## config.mk

```make
export PLATFORM = sky130hd
export DESIGN_NAME = tpu_gbuf_loader
export DESIGN_NICKNAME = d
export VERILOG_FILES = /design/src/rtl/tpu_pkg.sv /design/src/rtl/tpu_gbuf_loader_byte_packer.sv /design/src/rtl/tpu_gbuf_loader.sv
export SDC_FILE = /design/constraint.sdc
export NUM_CORES = 1
export LEC_CHECK = 0
export ABC_CLOCK_PERIOD_IN_PS = 5800
export CAP_MARGIN = 10
export CORE_MARGIN = 4
export CORE_UTILIZATION = 40
export CTS_CLUSTER_SIZE = 24
export DETAILED_ROUTE_END_ITERATION = 8
export GPL_TIMING_DRIVEN = 1
export PLACE_DENSITY = 0.66
export SLEW_MARGIN = 30
export SYNTH_ARGS = -nofsm -noshare
export SYNTH_HDL_FRONTEND = slang
export SYNTH_SLANG_ARGS = --single-unit
```

## constraint.sdc

```tcl
create_clock -name clk -period 5.8 [get_ports clk]
set_clock_uncertainty 0.05 [all_clocks]
set_input_delay 0.87 -clock clk [delete_from_list [all_inputs] [get_ports clk]]
set_output_delay 0.87 -clock clk [all_outputs]
set_load 0.03 [all_outputs]
```

## src/rtl/tpu_pkg.sv

```systemverilog
// Shared types and constants for the TPU global-buffer loader.
package tpu_pkg;

  localparam int DATA_W = 8;
  localparam int WORD_W = 32;
  localparam int IDX_W  = 16;
  localparam int DIM_W  = 8;

  typedef enum logic [2:0] {
    IDLE    = 3'd0,
    LOAD_A  = 3'd1,
    LOAD_B  = 3'd2,
    LAUNCH  = 3'd3,
    WAIT_HI = 3'd4,
    WAIT_LO = 3'd5
  } loader_state_t;

endpackage

```

## src/rtl/tpu_gbuf_loader_byte_packer.sv

```systemverilog
// byte_packer: gathers four bytes into one 32-bit word, first byte in the
// most significant lane. word_valid fires combinationally with the 4th byte,
// and word_data is valid in that same cycle.
module byte_packer
  import tpu_pkg::*;
(
  input  logic              clk,
  input  logic              rst,
  input  logic              clear,
  input  logic              byte_valid,
  input  logic [DATA_W-1:0] byte_data,
  output logic              word_valid,
  output logic [WORD_W-1:0] word_data
);

  localparam int SH_W = WORD_W - DATA_W;

  logic [1:0]      r_cnt;
  logic [SH_W-1:0] r_shift;

  // Shift in accepted bytes; the counter wraps every four bytes.
  always_ff @(posedge clk or posedge rst) begin
    if (rst) begin
      r_cnt   <= '0;
      r_shift <= '0;
    end else if (clear) begin
      r_cnt   <= '0;
      r_shift <= '0;
    end else if (byte_valid) begin
      r_cnt   <= r_cnt + 2'd1;
      r_shift <= {r_shift[SH_W-DATA_W-1:0], byte_data};
    end
  end

  assign word_valid = byte_valid && (r_cnt == 2'd3);
  assign word_data  = {r_shift, byte_data};

endmodule

```

## src/rtl/tpu_gbuf_loader.sv

```systemverilog
// tpu_gbuf_loader: packs an int8 byte stream into buffer A then buffer B,
// launches the TPU and waits for its busy pulse to complete.
// Optional build macro TPU_LOADER_CHECKSUM_EN adds a 16-bit byte-sum output.
//
// state   | meaning
// IDLE    | waiting for start; rejects zero dimensions with err
// LOAD_A  | streaming bytes into buffer A words 0..nA-1
// LOAD_B  | streaming bytes into buffer B words 0..nB-1
// LAUNCH  | in_valid high for one cycle with latched K/M/N
// WAIT_HI | waiting for the TPU to raise busy
// WAIT_LO | waiting for busy to fall, then done
module tpu_gbuf_loader
  import tpu_pkg::*;
(
  input  logic              clk,
  input  logic              rst,
  input  logic              start,
  input  logic [DIM_W-1:0]  cfg_K,
  input  logic [DIM_W-1:0]  cfg_M,
  input  logic [DIM_W-1:0]  cfg_N,
  input  logic              s_valid,
  input  logic [DATA_W-1:0] s_data,
  output logic              s_ready,
  output logic              A_wr_en,
  output logic [IDX_W-1:0]  A_index,
  output logic [WORD_W-1:0] A_data_in,
  output logic              B_wr_en,
  output logic [IDX_W-1:0]  B_index,
  output logic [WORD_W-1:0] B_data_in,
  output logic              in_valid,
  output logic [DIM_W-1:0]  K,
  output logic [DIM_W-1:0]  M,
  output logic [DIM_W-1:0]  N,
  input  logic              busy,
  output logic              idle,
  output logic              done,
  output logic              err,
  output logic [15:0]       checksum
);

  loader_state_t     r_state;
  logic [DIM_W-1:0]  r_k, r_m, r_n;
  logic [IDX_W-1:0]  r_wa, r_wb;

  logic              w_accept;
  logic              w_dims_ok;
  logic              w_start_ok;
  logic              w_word_valid;
  logic [WORD_W-1:0] w_word;
  logic [IDX_W-1:0]  w_na, w_nb;

  // Word counts are done in 16 bits so (dim+3) cannot wrap at 255.
  assign w_na = ((IDX_W'(r_m) + IDX_W'(3)) >> 2) * IDX_W'(r_k);
  assign w_nb = ((IDX_W'(r_n) + IDX_W'(3)) >> 2) * IDX_W'(r_k);

  assign w_dims_ok  = (cfg_K != '0) && (cfg_M != '0) && (cfg_N != '0);
  assign w_start_ok = (r_state == IDLE) && start && w_dims_ok;

  // s_ready follows the state directly, so it drops the cycle after the last
  // B byte and stays high across the A-to-B handover.
  assign s_ready  = (r_state == LOAD_A) || (r_state == LOAD_B);
  assign w_accept = s_valid && s_ready;
  assign idle     = (r_state == IDLE);

  assign K = r_k;
  assign M = r_m;
  assign N = r_n;

  byte_packer u_packer (
    .clk        (clk),
    .rst        (rst),
    .clear      (w_start_ok),
    .byte_valid (w_accept),
    .byte_data  (s_data),
    .word_valid (w_word_valid),
    .word_data  (w_word)
  );

  // Main sequencer with registered write ports and handshake pulses.
  always_ff @(posedge clk or posedge rst) begin
    if (rst) begin
      r_state   <= IDLE;
      r_k       <= '0;
      r_m       <= '0;
      r_n       <= '0;
      r_wa      <= '0;
      r_wb      <= '0;
      A_wr_en   <= 1'b0;
      A_index   <= '0;
      A_data_in <= '0;
      B_wr_en   <= 1'b0;
      B_index   <= '0;
      B_data_in <= '0;
      in_valid  <= 1'b0;
      done      <= 1'b0;
      err       <= 1'b0;
    end else begin
      A_wr_en  <= 1'b0;
      B_wr_en  <= 1'b0;
      in_valid <= 1'b0;
      done     <= 1'b0;
      err      <= 1'b0;
      case (r_state)
        IDLE: begin
          if (start) begin
            if (!w_dims_ok) begin
              err <= 1'b1;
            end else begin
              r_k     <= cfg_K;
              r_m     <= cfg_M;
              r_n     <= cfg_N;
              r_wa    <= '0;
              r_wb    <= '0;
              r_state <= LOAD_A;
            end
          end
        end
        LOAD_A: begin
          if (w_word_valid) begin
            A_wr_en   <= 1'b1;
            A_index   <= r_wa;
            A_data_in <= w_word;
            r_wa      <= r_wa + IDX_W'(1);
            if (r_wa == w_na - IDX_W'(1)) r_state <= LOAD_B;
          end
        end
        LOAD_B: begin
          if (w_word_valid) begin
            B_wr_en   <= 1'b1;
            B_index   <= r_wb;
            B_data_in <= w_word;
            r_wb      <= r_wb + IDX_W'(1);
            if (r_wb == w_nb - IDX_W'(1)) begin
              r_state  <= LAUNCH;
              in_valid <= 1'b1;
            end
          end
        end
        LAUNCH: begin
          r_state <= WAIT_HI;
        end
        WAIT_HI: begin
          if (busy) r_state <= WAIT_LO;
        end
        WAIT_LO: begin
          if (!busy) begin
            done    <= 1'b1;
            r_state <= IDLE;
          end
        end
        default: r_state <= IDLE;
      endcase
    end
  end

`ifdef TPU_LOADER_CHECKSUM_EN
  logic [15:0] r_checksum;

  // Running unsigned byte sum, restarted by each accepted start.
  always_ff @(posedge clk or posedge rst) begin
    if (rst) begin
      r_checksum <= '0;
    end else if (w_start_ok) begin
      r_checksum <= '0;
    end else if (w_accept) begin
      r_checksum <= r_checksum + {8'd0, s_data};
    end
  end

  assign checksum = r_checksum;
`else
  assign checksum = '0;
`endif

endmodule

```

# --- Word-level counts from Yosys, hierarchy flattened ---
# Index checks and enable logic that the tools add are counted.
op_classes:
  addsub: 7
  multipliers: 2
  n_eq_ne: 16
  muxes: 30
  n_reduce_logical: 20
op_table:
  columns: ["op", "n"]
  rows:
  - ["$mux 16", 4]
  - ["$pmux 16 s2", 2]
  - ["$mux 24", 2]
  - ["$add 16x1->16 const B", 2]
  - ["$eq 16x16->1", 2]
  - ["$sub 15x1->16 const B", 2]
  - ["$mul 7x8->15", 2]
  - ["$mux 3", 8]
  - ["$reduce_bool 8->1", 3]
  - ["$add 8x2->9 const B", 2]
  - ["$pmux 3 s6", 1]
  - ["$mux 1", 11]
  - ["$ne 2x1->1 const B", 5]
  - ["$reduce_and 4->1", 2]
  - ["$reduce_and 8->1", 1]
  - ["$eq 3x2->1 const B", 2]
  - ["$eq 3x3->1 const B", 2]
  - ["$logic_and 1x1->1", 6]
  - ["$ne 2x2->1 const B", 3]
  - ["$reduce_bool 2->1", 3]
  - ["$mux 2", 2]
  - ["$reduce_and 2->1", 2]
  - ["$eq 3x1->1 const B", 1]
  - ["$logic_not 3->1", 1]
  - ["4 further kinds", 4]
word_totals:
  register_bits: 186
  inputBits: 37
  output_inout_bits: 143
  wordCells: 92

# --- Longest topological paths before layout ---
logic_depth:
  ltp_word: 7
  mapped_depth: 21
  mapped_depth_nobuf: 21

# --- Modules after synthesis ---
# From an unflattened synthesis, not the netlist that was laid out.
unflattened:
  cells_unflattened: 1273
  area_unflattened_um2: 12388.1
modules_own_cells:
  columns: ["module", "n_inst", "cells_per_inst", "area_per_inst_um2", "seq_area_each_um2"]
  rows:
  - ["tpu_gbuf_loader", 1, 1178, 11229.5, 4003.8]
  - ["byte_packer", 1, 95, 1158.6, 650.6]

# --- Worst setup path after synthesis ---
# Ideal clock, no wire load.
synth_timing:
  kind: "register to register"
  startpoint: "reg r_n[0], in the netlist N[0]"
  endpoint: "reg r_state[0]"
  setup_ps: 121
  t_arrival_ps: 5649
  t_required_ps: 5629
  slack_ps: -20
  path_stages_with_launch: 20
  n_path_buf: 0
  synth_period_minus_slack_ps: 5820
  cell_sequence: "dfrtp_1 > o21a_1 > nand3_1 > nor2_1 > xor2_1 > nand2_1 > fa_1 > fa_1 > fa_1 > fa_1 > inv_1 > ha_1 > a21o_1 > a221oi_4 > a2bb2oi_1 > and4_1 > nand4b_1 > o31ai_2 > nand2_1 > o22a_1"
synth_via:
  elab_chain_cells: 6
synth_lines:
  columns: ["item", "line", "source"]
  rows:
  - ["start, declared", "tpu_gbuf_loader.sv:42", "logic [DIM_W-1:0] r_k, r_m, r_n;"]
  - ["start signal, assigned", "tpu_gbuf_loader.sv:111", "r_n <= cfg_N;"]
  - ["$add 8x2->9", "tpu_gbuf_loader.sv:54", "assign w_nb = ((IDX_W'(r_n) + IDX_W'(3)) >> 2) * IDX_W'(r_k);"]
  - ["$mul 7x8->15", "tpu_gbuf_loader.sv:54", null]
  - ["$sub 15x1->16", "tpu_gbuf_loader.sv:133", "if (r_wb == w_nb - IDX_W'(1)) begin"]
  - ["$eq 16x16->1", "tpu_gbuf_loader.sv:133", null]
  - ["$ne 2x1->1 (no line)", null, null]
  - ["$reduce_and 8->1 (no line)", null, null]
  - ["end signal, assigned", "tpu_gbuf_loader.sv:134", "r_state <= LAUNCH;"]
  - ["end signal, assigned", "tpu_gbuf_loader.sv:140", "r_state <= WAIT_HI;"]
  - ["end signal, assigned", "tpu_gbuf_loader.sv:143", "if (busy) r_state <= WAIT_LO;"]
  - ["end, declared", "tpu_gbuf_loader.sv:41", "loader_state_t r_state;"]
# No other way between the ends.
# A chain may end at the register's enable or synchronous reset.

# --- Worst setup path after layout ---
layout_timing:
  startpoint: "reg r_m[1], in the netlist M[1]"
  endpoint: "reg r_state[0]"
layout_via:
  elab_chain_cells: 6
layout_lines:
  columns: ["item", "line", "source"]
  rows:
  - ["start, declared", "tpu_gbuf_loader.sv:42", null]
  - ["start signal, assigned", "tpu_gbuf_loader.sv:110", "r_m <= cfg_M;"]
  - ["$add 8x2->9", "tpu_gbuf_loader.sv:53", "assign w_na = ((IDX_W'(r_m) + IDX_W'(3)) >> 2) * IDX_W'(r_k);"]
  - ["$mul 7x8->15", "tpu_gbuf_loader.sv:53", null]
  - ["$sub 15x1->16", "tpu_gbuf_loader.sv:124", "if (r_wa == w_na - IDX_W'(1)) r_state <= LOAD_B;"]
  - ["$eq 16x16->1", "tpu_gbuf_loader.sv:124", null]
  - ["$ne 2x1->1 (no line)", null, null]
  - ["$reduce_and 8->1 (no line)", null, null]
  - ["end signal, assigned", "tpu_gbuf_loader.sv:124", null]
  - ["end signal, assigned", "tpu_gbuf_loader.sv:134", null]
  - ["end signal, assigned", "tpu_gbuf_loader.sv:140", null]
# No other way between the ends.

==> results.rst <==
.. list-table::
   :header-rows: 1

   * - Metric
     - Value
   * - Std-Cell Core Area
     - 0.0309 sq mm
   * - Clock tree from TritonCTS
     - yes
   * - First-pass GRT wire length
     - roughly 55 mm
   * - Post-synthesis register bit count
     - approximately 190
   * - Tightest Hold Check Type
     - reg -> reg
   * - Cts-stage hold buffer count
     - 0
   * - Remaining global-route overflow
     - 0
   * - Number of pins with negative max-slew slack in the final report
     - 0
   * - Reg-to-reg setup timing slack
     - 190 ps
   * - Number of CTS-inserted buffers
     - 17
   * - Cell at the root of the clock tree
     - clkbuf_16
   * - Overall die height
     - 186 um
   * - Final-stage net count
     - between 1500 and 2000
   * - Number of instances in the synthesized netlist
     - roughly 1400
   * - Antenna Violating Nets Remaining
     - 0
   * - DRT Pass-1 Iters
     - 7
   * - Layout fillers
     - approximately 2900
   * - Number of diodes
     - 0
   * - Area fraction in compound gates after synthesis
     - under 10%
   * - Max Buffers Root-to-Sink
     - 2
   * - Critical path arrival
     - 5880 ps
   * - Slew headroom
     - between 50% and 60%
   * - Worst skew pair latency
     - around 450 ps
   * - Post-Syn Area
     - roughly 0.013 sq mm
   * - # rows
     - 64
   * - Number of antenna violations at the first check in global routing
     - 0
   * - Total routing resource utilization after global routing
     - around a fifth
   * - Non-filler cells in the finished layout
     - between 2000 and 2500
   * - Global-route met1 utilization
     - 26.9%
   * - Number of enable flip-flop cells after synthesis
     - 0
   * - Run status
     - complete, no violations
   * - Endpoint kind of the worst setup timing path
     - flop
   * - Largest driver fanout on the critical path
     - 6
   * - Clock sinks
     - between 150 and 200
   * - FFs w/ async S/R, synth
     - 100%
   * - Horizontal die dimension
     - roughly 190 um
   * - Actual transition at the worst max-transition pin
     - ~750 ps
   * - Share of synthesized cell area in and, or, nand and nor gates
     - between 20% and 30%
   * - Register clock-pin slew on the reported worst setup and hold paths
     - 70 ps
   * - Distinct cell type count after synthesis
     - 72
   * - Required time reported for the critical path endpoint
     - roughly 6100 ps
   * - Number of primary I/O pins
     - 180
   * - Leading cell type in the layout, fill and taps excluded
     - nand2_1
   * - Minimum clock period after layout
     - 5610 ps
   * - Final clock period utilization by the worst path
     - a little over nine tenths
   * - Hold violation count in the final report
     - 0
   * - Die outline area
     - roughly 0.035 sq mm
   * - Maximum capacitance violations
     - 0
   * - Fraction of layout instances using a drive strength above 1
     - 9.60%
   * - Drt total wl
     - approximately 34 mm
   * - Worst Setup Start Kind
     - flop
   * - Drt via density
     - about 5
   * - Post-synthesis xor/xnor area fraction
     - roughly 5.4%
   * - Largest net degree at the start of global routing
     - 117
   * - Placed cell count
     - approximately 2000
   * - Achievable frequency
     - approximately 180 MHz
   * - Total DRC errors in the routed layout
     - 0
   * - Via count
     - between 10000 and 15000
   * - Synth warn
     - 0
   * - Initial cell density of the core
     - between 40% and 50%
   * - Post-synthesis mux area share
     - 2.22%
   * - Post-detailed-route wirelength per cell
     - 16.7 um
   * - Commonest cells after routing, fill and taps aside
     - nand2_1 (436), dfrtp_1 (185), clkdlybuf4s50_1 (163)
   * - Synth Flop Type
     - dfrtp_1
   * - Average cell area after synthesis
     - about 8.8 sq um
   * - Dominant combinational cell family by area after synthesis
     - simple AND/OR/NAND/NOR gates
   * - Layer carrying the most global-route usage
     - met2
   * - Number of setup violations in the final report
     - 0
   * - Gp weighted congestion
     - between 0.9 and 1
   * - Count of input and output buffers
     - 163
   * - Synthesis-to-layout area growth
     - 24.3%
   * - GR Util met2
     - between 30% and 40%
   * - Met3 Usage GRT
     - 7.27%
   * - Vias in the first global route
     - just over 10000
   * - Initial DRC count
     - between 600 and 700
   * - Class of the most critical setup path
     - reg -> reg
   * - Portion of the post-synthesis area used by sequential elements
     - a little under two fifths
   * - Adder-cell share of the synthesized area
     - between 10% and 20%
   * - Htree depth
     - 4
   * - DPL Wire Length
     - 24.9 mm
==> critical path, stage by stage, from the launching register on <==
cell and delay (ps):
dfrtp_1 400, o21a_1 220, nand3_4 130, nor2_4 200
xor2_4 100, buf_6 140, and2_1 170, fa_1 540
inv_1 50, fa_2 540, fa_1 440, fa_1 560
inv_1 70, ha_4 250, nand3_2 80, o22ai_2 80
o41a_1 460, and3_1 190, mux2_2 210, nand4_1 70
o31a_1 290, o22a_1 220
==> worst paths after layout <==
check,from,to,cells past startpoint
hold / removal,B_data_in[0],B_data_in[0],2
hold reg to reg,B_data_in[0],B_data_in[0],2
setup / recovery,M[1],r_state[0],21
min in group asynchronous,rst,A_data_in[2],2
setup reg to reg,M[1],r_state[0],21
max in group asynchronous,rst,N[4],3
==> per-stage QoR <==
stage          utilization (%)  cell area, sq um  hold WS, ps  TNS (ps)  setup slack [ps]
3_3_place_gp              47.8             14800          408         0               130
4_1_cts                   49.9             15400          429         0              5.17
3_5_place_dp              47.9             14800          412     -46.3             -46.3
6_report                  50.9             15700          428         0               188
2_1_floorplan                -             12700          411         0              29.8
5_1_grt                   50.9             15700          449     -23.8             -23.8
==> synthesized netlist by cell type (6+ instances only) <==
| cell | count | area, sq um |
|---|---|---|
| a21o_1 | 7 | 52.6 |
| a21oi_1 | 59 | 295 |
| and2_1 | 16 | 100 |
| and3_1 | 26 | 163 |
| buf_2 | 14 | 70.1 |
| buf_4 | 16 | 120 |
| clkbuf_1 | 45 | 169 |
| dfrtp_1 | 186 | 4650 |
| fa_1 | 68 | 1360 |
| ha_1 | 81 | 1010 |
| inv_1 | 111 | 417 |
| mux2_2 | 25 | 282 |
| nand2_1 | 439 | 1650 |
| nand3_1 | 23 | 115 |
| nand4_1 | 15 | 93.8 |
| nor2_1 | 60 | 225 |
| nor2b_1 | 21 | 131 |
| nor3_1 | 14 | 70.1 |
| o211ai_1 | 7 | 52.6 |
| o21ai_0 | 33 | 165 |
| or3_1 | 9 | 56.3 |
| or4_1 | 6 | 45.0 |
| xnor2_1 | 42 | 368 |
| xor2_1 | 31 | 272 |
==> layer usage <==
| metal | routed length (um) | up-vias |
|---|---|---|
| met5 | 0 | - |
| met4 | 503 | 0 |
| met3 | 2920 | 30 |
| met2 | 15300 | 266 |
| met1 | 15000 | 4971 |
| li1 | - | 4940 |
==> state kept, by name (all words and copies together) (netlist names) <==
name,count
B_data_in,32
K,8
M,8
B_wr_en,1
in_valid,1
r_state,3
r_wa,16
u_packer.r_cnt,2
A_wr_en,1
N,8
u_packer.r_shift,24
B_index,16
A_index,16
done,1
A_data_in,32
r_wb,16
err,1
==> kinds of logic (layout without fill, tap and decap cells) <==
logic type	Yosys count	in the layout
AOI/OAI and AO/OA	155	155
xor gates and xnor gates	75	75
adders and majority gates	149	149
buffers and inverters	193	356
DFF	186	186
muxes	25	25
other	1	16
and+or+nand+nor	653	653
==> repair_timing <==
action                                  CTS  global route
gates resized for setup                   4            42
gates cloned                              0             0
endpoints found under the setup margin    1             3
buffers inserted                          0            11
pin swaps                                 0            23
==> final cells by class <==
class                   instances  area [sq um]  share of cell area [%]
well taps                     396           495                    3.15
multi-input cells            1073          7530                    47.8
flip-flops and latches        186          4660                    29.6
repair buffers                212          2030                    12.9
clock buffers                  18           439                    2.79
clock inverters                13           163                    1.03
inverters                     113           428                    2.72
Power is left out: the tool's default activity adds up to more than one toggle a clock period on the data nets, which glitch-free logic cannot reach.
